--- src/rtl/video_timing_gen.sv ---
// Parametrised raster timing generator with a frame-aligned run/stop controller,
// undelayed event strobes, delayed sync/DE and expanded, blank-gated colour.
module video_timing_gen #(
  parameter int H_ACTIVE    = 640,
  parameter int H_FP        = 16,
  parameter int H_SYNC      = 96,
  parameter int H_BP        = 48,
  parameter int V_ACTIVE    = 480,
  parameter int V_FP        = 10,
  parameter int V_SYNC      = 2,
  parameter int V_BP        = 33,
  parameter bit HS_POL      = 1'b0,
  parameter bit VS_POL      = 1'b0,
  parameter int PIXEL_DELAY = 8,
  parameter int BPP         = 8,
  parameter int BPC         = 8,
  parameter int LINE_BITS   = 12
) (
  input  logic                 clk,
  input  logic                 reset,
  input  logic                 enable,
  input  logic [BPP-1:0]       color,
  output logic [LINE_BITS-1:0] count_h,
  output logic [LINE_BITS-1:0] count_v,
  output logic                 running,
  output logic                 frame_start,
  output logic                 line_start,
  output logic                 vblank_start,
  output logic                 vga_hs,
  output logic                 vga_vs,
  output logic                 vga_de,
  output logic [BPC-1:0]       vga_r,
  output logic [BPC-1:0]       vga_g,
  output logic [BPC-1:0]       vga_b
);

  localparam int H_TOTAL = H_ACTIVE + H_FP + H_SYNC + H_BP;
  localparam int V_TOTAL = V_ACTIVE + V_FP + V_SYNC + V_BP;
  localparam logic [LINE_BITS-1:0] H_MAX    = LINE_BITS'(H_TOTAL - 1);
  localparam logic [LINE_BITS-1:0] V_MAX    = LINE_BITS'(V_TOTAL - 1);
  localparam logic [LINE_BITS-1:0] H_ACT    = LINE_BITS'(H_ACTIVE);
  localparam logic [LINE_BITS-1:0] V_ACT    = LINE_BITS'(V_ACTIVE);
  localparam logic [LINE_BITS-1:0] HS_START = LINE_BITS'(H_ACTIVE + H_FP);
  localparam logic [LINE_BITS-1:0] HS_END   = LINE_BITS'(H_ACTIVE + H_FP + H_SYNC);
  localparam logic [LINE_BITS-1:0] VS_START = LINE_BITS'(V_ACTIVE + V_FP);
  localparam logic [LINE_BITS-1:0] VS_END   = LINE_BITS'(V_ACTIVE + V_FP + V_SYNC);
  localparam logic [LINE_BITS-1:0] ONE      = LINE_BITS'(1);
  localparam int RB = (BPP + 2) / 3;
  localparam int GB = (BPP + 1) / 3;
  localparam int BB = BPP / 3;
  localparam int FW = $clog2(BPP);
  localparam int OW = (BPC > 1) ? $clog2(BPC) : 1;

  typedef enum logic [1:0] {IDLE = 2'd0, RUN = 2'd1, STOPPING = 2'd2} state_e;

  state_e                 state_q;
  logic [LINE_BITS-1:0]   h_q, v_q, h_d, v_d;
  logic                   frame_start_q, line_start_q, vblank_start_q;
  logic                   frame_end_s, active_s, hs_lvl_s, vs_lvl_s, de_s;
  logic [PIXEL_DELAY-1:0] hs_pipe_q, vs_pipe_q, de_pipe_q;
  logic [BPP-1:0]         r_fld_s, g_fld_s, b_fld_s;

  // MSB-first replication of a w-bit field (held in the LSBs of fld), truncated to BPC.
  function automatic logic [BPC-1:0] expand(input logic [BPP-1:0] fld, input int w);
    logic [BPC-1:0] res;
    res = '0;
    for (int i = 0; i < BPC; i++) begin
      res[OW'(BPC - 1 - i)] = fld[FW'(w - 1 - (i % w))];
    end
    return res;
  endfunction

  // Next raster position when the counters advance.
  always_comb begin
    frame_end_s = (h_q == H_MAX) && (v_q == V_MAX);
    if (h_q == H_MAX) begin
      h_d = '0;
      if (v_q == V_MAX) begin
        v_d = '0;
      end else begin
        v_d = v_q + ONE;
      end
    end else begin
      h_d = h_q + ONE;
      v_d = v_q;
    end
  end

  // Run/stop controller with counters and strobes registered alongside the position.
  always_ff @(posedge clk) begin
    if (reset) begin
      state_q        <= IDLE;
      h_q            <= '0;
      v_q            <= '0;
      frame_start_q  <= 1'b0;
      line_start_q   <= 1'b0;
      vblank_start_q <= 1'b0;
    end else begin
      case (state_q)
        IDLE: begin
          h_q            <= '0;
          v_q            <= '0;
          vblank_start_q <= 1'b0;
          if (enable) begin
            state_q       <= RUN;
            frame_start_q <= 1'b1;
            line_start_q  <= 1'b1;
          end else begin
            state_q       <= IDLE;
            frame_start_q <= 1'b0;
            line_start_q  <= 1'b0;
          end
        end
        RUN, STOPPING: begin
          // A pending stop only takes effect on the last pixel of the frame.
          if (!enable && (state_q == STOPPING) && frame_end_s) begin
            state_q        <= IDLE;
            h_q            <= '0;
            v_q            <= '0;
            frame_start_q  <= 1'b0;
            line_start_q   <= 1'b0;
            vblank_start_q <= 1'b0;
          end else begin
            if (enable) begin
              state_q <= RUN;
            end else begin
              state_q <= STOPPING;
            end
            h_q            <= h_d;
            v_q            <= v_d;
            frame_start_q  <= (h_d == '0) && (v_d == '0);
            line_start_q   <= (h_d == '0);
            vblank_start_q <= (h_d == '0) && (v_d == V_ACT);
          end
        end
        default: begin
          state_q        <= IDLE;
          h_q            <= '0;
          v_q            <= '0;
          frame_start_q  <= 1'b0;
          line_start_q   <= 1'b0;
          vblank_start_q <= 1'b0;
        end
      endcase
    end
  end

  // Sync and data-enable levels for the current position, parked inactive while idle.
  always_comb begin
    active_s = (state_q != IDLE);
    if (active_s && (h_q >= HS_START) && (h_q < HS_END)) begin
      hs_lvl_s = HS_POL;
    end else begin
      hs_lvl_s = ~HS_POL;
    end
    if (active_s && (v_q >= VS_START) && (v_q < VS_END)) begin
      vs_lvl_s = VS_POL;
    end else begin
      vs_lvl_s = ~VS_POL;
    end
    de_s = active_s && (h_q < H_ACT) && (v_q < V_ACT);
  end

  // Delay line matching the pixel pipeline; reset flushes it so no partial pulse escapes.
  always_ff @(posedge clk) begin
    if (reset) begin
      hs_pipe_q <= {PIXEL_DELAY{~HS_POL}};
      vs_pipe_q <= {PIXEL_DELAY{~VS_POL}};
      de_pipe_q <= '0;
    end else begin
      hs_pipe_q[0] <= hs_lvl_s;
      vs_pipe_q[0] <= vs_lvl_s;
      de_pipe_q[0] <= de_s;
      for (int i = 1; i < PIXEL_DELAY; i++) begin
        hs_pipe_q[i] <= hs_pipe_q[i-1];
        vs_pipe_q[i] <= vs_pipe_q[i-1];
        de_pipe_q[i] <= de_pipe_q[i-1];
      end
    end
  end

  assign r_fld_s = BPP'(color[BPP-1 -: RB]);
  assign g_fld_s = BPP'(color[BB +: GB]);
  assign b_fld_s = BPP'(color[BB-1:0]);

  assign count_h      = h_q;
  assign count_v      = v_q;
  assign running      = (state_q != IDLE);
  assign frame_start  = frame_start_q;
  assign line_start   = line_start_q;
  assign vblank_start = vblank_start_q;
  assign vga_hs       = hs_pipe_q[PIXEL_DELAY-1];
  assign vga_vs       = vs_pipe_q[PIXEL_DELAY-1];
  assign vga_de       = de_pipe_q[PIXEL_DELAY-1];
  assign vga_r        = vga_de ? expand(r_fld_s, RB) : '0;
  assign vga_g        = vga_de ? expand(g_fld_s, GB) : '0;
  assign vga_b        = vga_de ? expand(b_fld_s, BB) : '0;

endmodule

--- config.mk ---
export PLATFORM = sky130hd
export DESIGN_NAME = video_timing_gen
export DESIGN_NICKNAME = d
export VERILOG_FILES = /design/src/rtl/video_timing_gen.sv
export SDC_FILE = /design/constraint.sdc
export NUM_CORES = 1
export LEC_CHECK = 0
export ABC_AREA = 1
export BUFFER_PORTS_ARGS = -buffer_cell sky130_fd_sc_hd__buf_2
export CORE_MARGIN = 8
export CORE_UTILIZATION = 52
export CTS_BUF_LIST = sky130_fd_sc_hd__clkbuf_4
export DETAILED_ROUTE_END_ITERATION = 8
export GPL_ROUTABILITY_DRIVEN = 0
export PLACE_DENSITY = 0.78
export SLEW_MARGIN = 20
export SYNTH_ARGS = -nofsm -noshare
export SYNTH_HDL_FRONTEND = slang
export SYNTH_SLANG_ARGS = --single-unit
--- constraint.sdc ---
create_clock -name clk -period 2 [get_ports clk]
set_input_delay 0.2 -clock clk [delete_from_list [all_inputs] [get_ports clk]]
set_output_delay 0.2 -clock clk [all_outputs]
set_load 0.01 [all_outputs]
==> flow_results.xml <==
<?xml version="1.0" encoding="UTF-8"?>
<metrics>
  <group name="outcome">
    <metric name="run_status" unit="">completed</metric>
  </group>
  <group name="synthesis">
    <metric name="synth_seq_area_share" unit="">0.382</metric>
    <metric name="synth-seq-cells" unit="">53</metric>
    <metric name="synthDominantCellAreaShare" unit="">0.382</metric>
    <metric name="yosysTopAreaCell" unit="">sky130_fd_sc_hd__dfxtp_1</metric>
    <metric name="synth_area_leaders" unit="">sky130_fd_sc_hd__dfxtp_1, sky130_fd_sc_hd__nand2_1, sky130_fd_sc_hd__nor2_1, sky130_fd_sc_hd__inv_1, sky130_fd_sc_hd__nand3_1</metric>
    <metric name="post-synth-top-count-cell" unit="">sky130_fd_sc_hd__nand2_1</metric>
    <metric name="synth_area" unit="um^2">2780</metric>
    <metric name="synth-main-ff-cell" unit="">sky130_fd_sc_hd__dfxtp_1</metric>
    <metric name="synth_edf_count" unit="">0</metric>
    <metric name="ys_async_sr_fraction" unit="">0</metric>
    <metric name="synth.distinct_cells" unit="">34</metric>
    <metric name="syn_inst" unit="">406</metric>
    <metric name="synth_common_cells" unit="">sky130_fd_sc_hd__nand2_1, sky130_fd_sc_hd__nor2_1, sky130_fd_sc_hd__inv_1, sky130_fd_sc_hd__dfxtp_1, sky130_fd_sc_hd__nand3_1</metric>
    <metric name="synth.avg_cell_area" unit="um^2">6.84</metric>
    <metric name="ys_warn_count" unit="">0</metric>
  </group>
  <group name="die">
    <metric name="floorplan.die_area" unit="um^2">7930</metric>
    <metric name="die-width" unit="um">89.1</metric>
    <metric name="ioPinCount" unit="">66</metric>
    <metric name="initial_util" unit="">0.540</metric>
    <metric name="die_height" unit="um">89.1</metric>
    <metric name="placementRows" unit="">26</metric>
    <metric name="core_region" unit="um^2">5140</metric>
  </group>
  <group name="critical_path">
    <metric name="worst-endpoint-arrival" unit="ns">2.28</metric>
    <metric name="startpoint" unit="">count_h[0]</metric>
    <metric name="worst-setup-path-type" unit="">reg2reg</metric>
    <metric name="critical_path.max_stage_delay" unit="ns">0.36</metric>
    <metric name="reg2reg_from" unit="">count_h[0]</metric>
    <metric name="cpMostUsedCell" unit="">sky130_fd_sc_hd__nand2_1</metric>
    <metric name="worstPathMaxFanout" unit="">8</metric>
    <metric name="timing.critical_path.from_type" unit="">flop</metric>
    <metric name="series_of_cell_instances_along_the_critical_path" unit="">ha_1 &gt; nand2_2 &gt; nor2_4 &gt; nand3_2 &gt; nand2_1 &gt; o21ai_2 &gt; nor2_1 &gt; nand2_1 &gt; nor3_1 &gt; nand2_1 &gt; a21oi_2</metric>
    <metric name="setup.worst_path.end_class" unit="">flop</metric>
    <metric name="critPathRequiredTime" unit="ns">2.33</metric>
    <metric name="timing.critical_path.slowest_stage_cell" unit="">sky130_fd_sc_hd__dfxtp_2</metric>
  </group>
  <group name="sta">
    <metric name="achievable-frequency" unit="MHz">512</metric>
    <metric name="fin_setup_tns" unit="ns">0</metric>
    <metric name="rsz0062_at_grt" unit="">true</metric>
    <metric name="worst_slack" unit="ns">0.0459</metric>
    <metric name="setup_viol" unit="">0</metric>
    <metric name="finalHoldViolations" unit="">0</metric>
    <metric name="timing.final.crit_period" unit="ns">1.95</metric>
    <metric name="finClkSkew" unit="ns">0.00791</metric>
    <metric name="final-max-slew-violation-count" unit="">0</metric>
    <metric name="post-route-period-util" unit="">0.977</metric>
  </group>
  <group name="worst_hold_path">
    <metric name="hold_start" unit="">enable</metric>
    <metric name="hold_class" unit="">in2reg</metric>
  </group>
  <group name="global_routing">
    <metric name="met2_usage" unit="">0.281</metric>
    <metric name="first_global_vias" unit="">2363</metric>
    <metric name="grt_first_pass_wirelength" unit="um">10600</metric>
    <metric name="grt_max_degree" unit="">25</metric>
    <metric name="global_route.usage.met3" unit="">0.0506</metric>
    <metric name="met1_usage" unit="">0.204</metric>
    <metric name="number_of_antenna_violations_at_the_first_check_in_global_routing" unit="">0</metric>
    <metric name="grt_overflow_total" unit="">0</metric>
    <metric name="track_usage" unit="">0.170</metric>
    <metric name="grt-busiest-layer" unit="">met2</metric>
  </group>
  <group name="finish">
    <metric name="postLayoutCellArea" unit="um^2">3180</metric>
    <metric name="area.growth.synth_to_final" unit="%">14.6</metric>
    <metric name="final_net_count" unit="">484</metric>
    <metric name="stdcell_count" unit="">536</metric>
    <metric name="final_core_utilization" unit="">0.619</metric>
    <metric name="ratio_of_cells_with_drive_above_1_in_the_final_layout" unit="">0.249</metric>
    <metric name="num_antenna_cells" unit="">0</metric>
  </group>
  <group name="power_and_ir_drop">
    <metric name="leakagePower" unit="nW">1.56</metric>
    <metric name="cellPowerDensity" unit="nW/um^2">521</metric>
    <metric name="irDropWorstVdd" unit="V">0.000476</metric>
  </group>
  <group name="clock_tree">
    <metric name="clock_tree.root_cell" unit="">sky130_fd_sc_hd__clkbuf_4</metric>
    <metric name="cts_htree_levels" unit="">2</metric>
    <metric name="cts-root-to-sink-buffers" unit="">2</metric>
    <metric name="ctsHoldBuffers" unit="">0</metric>
    <metric name="clk_transition_reported_paths" unit="ns">0.15</metric>
    <metric name="tritoncts" unit="">done</metric>
    <metric name="clock_insertion_delay_worst_skew" unit="ns">0.38</metric>
    <metric name="cts_buf_count" unit="">5</metric>
    <metric name="clock_sink_count" unit="">53</metric>
  </group>
  <group name="place">
    <metric name="placement.io_buffers" unit="">53</metric>
    <metric name="dp_cells" unit="">525</metric>
    <metric name="placement.setup.worst_slack" unit="ns">0.118</metric>
    <metric name="post_dp_cell_area" unit="um^2">3070</metric>
    <metric name="post-dp-hpwl" unit="um">5110</metric>
  </group>
  <group name="drt">
    <metric name="routed_vias" unit="">2678</metric>
    <metric name="route.detailed.drc" unit="">0</metric>
    <metric name="first_iter_violations" unit="">135</metric>
    <metric name="totalWireLength" unit="um">6710</metric>
    <metric name="antenna_left" unit="">0</metric>
    <metric name="routedWlPerCell" unit="um">12.5</metric>
    <metric name="detailedRoute.firstPassIterationCount" unit="">5</metric>
    <metric name="routed_via_density" unit="">5.00</metric>
  </group>
  <group name="flow_run">
    <metric name="cap_viol_max_count" unit="">0</metric>
  </group>
</metrics>
## what timing repair did
action                     in CTS  in global routing
resized for setup               0                 12
setup endpoints to repair       0                  3
setup buffers                   0                  2
## placed cells by master, fill, tap and decap left out, drive strengths merged, types with 2 or more instances in the layout
| cell type | synthesis | routed |
|---|---|---|
| ha | 8 | 8 |
| conb | 1 | 12 |
| a21oi | 11 | 11 |
| nor3 | 8 | 8 |
| clkbuf | 4 | 6 |
| xor2 | 2 | 2 |
| nand4 | 5 | 5 |
| nand2 | 101 | 101 |
| o21ai | 8 | 8 |
| nand3 | 38 | 39 |
| inv | 57 | 58 |
| or2 | 16 | 16 |
| buf | 20 | 64 |
| dfxtp | 53 | 53 |
| nor2 | 68 | 68 |
## sequential cells by signal (all words and copies together) (netlist names)
name	flops
count_h	12
count_v	12
de_pipe_q	8
hs_pipe_q	8
vs_pipe_q	8
state_q	2
frame_start	1
line_start	1
vblank_start	1
## metrics by stage
| stage | hold WS (ns) | total power, mW |
|---|---|---|
| after floorplan | 0.279 | 1.16 |
| after CTS | 0.00962 | 1.67 |
| after global placement | 0.391 | 1.18 |
| final | 0.0200 | 1.66 |
| after detailed placement | 0.395 | 1.18 |
| after global routing | 0.0143 | 1.72 |
## where the power goes
part,internal [mW],switching (mW)
clock,0.155,0.342
combinational,0.0291,0.0612
sequential,1.07,0.00414
total,1.25,0.408
## final cells by class
cell class              count  area, um^2
fillers                   496        1960
multi-input cells         284        1400
flip-flops and latches     53        1070
repair buffers             64         352
inverters                  57         214
well taps                  70        87.6
clock buffers               6        45.0
clock inverters             2        13.8
## worst max-delay path, delay by kind of cell (launching register included)
family / cells / cell delay [ns]
AO/OA/AOI/OAI: 2 / 0.20
adder cells (fa/ha/maj): 1 / 0.18
flip-flops: 1 / 0.36
AND/OR/NAND/NOR: 8 / 1.16
## kinds of logic after synthesis
kind of cell,after synthesis,share of synthesized area
and+or+nand+nor,239,0.391
buffers and inverters,81,0.136
DFF,53,0.382
AOI/OAI and AO/OA,21,0.0442
adders and majority gates,8,0.0361
xor gates and xnor gates,3,0.00947
other,1,0.00135
## worst paths after layout
check / endpoint / slack [ns] / cells past startpoint
worst max-delay path: frame_start / 0.05 / 11
worst min-delay path: state_q[1] / 0.02 / 2
worst max register to register: frame_start / 0.05 / 11
worst min register to register: de_pipe_q[1] / 0.41 / 2
## routing by layer
metal  vias up  wire length [um]
met4         0                86
met2       126              3030
met5         -                 0
li1       1348                 -
met3        11               741
met1      1193              2840
No activity file was read; power rests on OpenSTA's default activity.
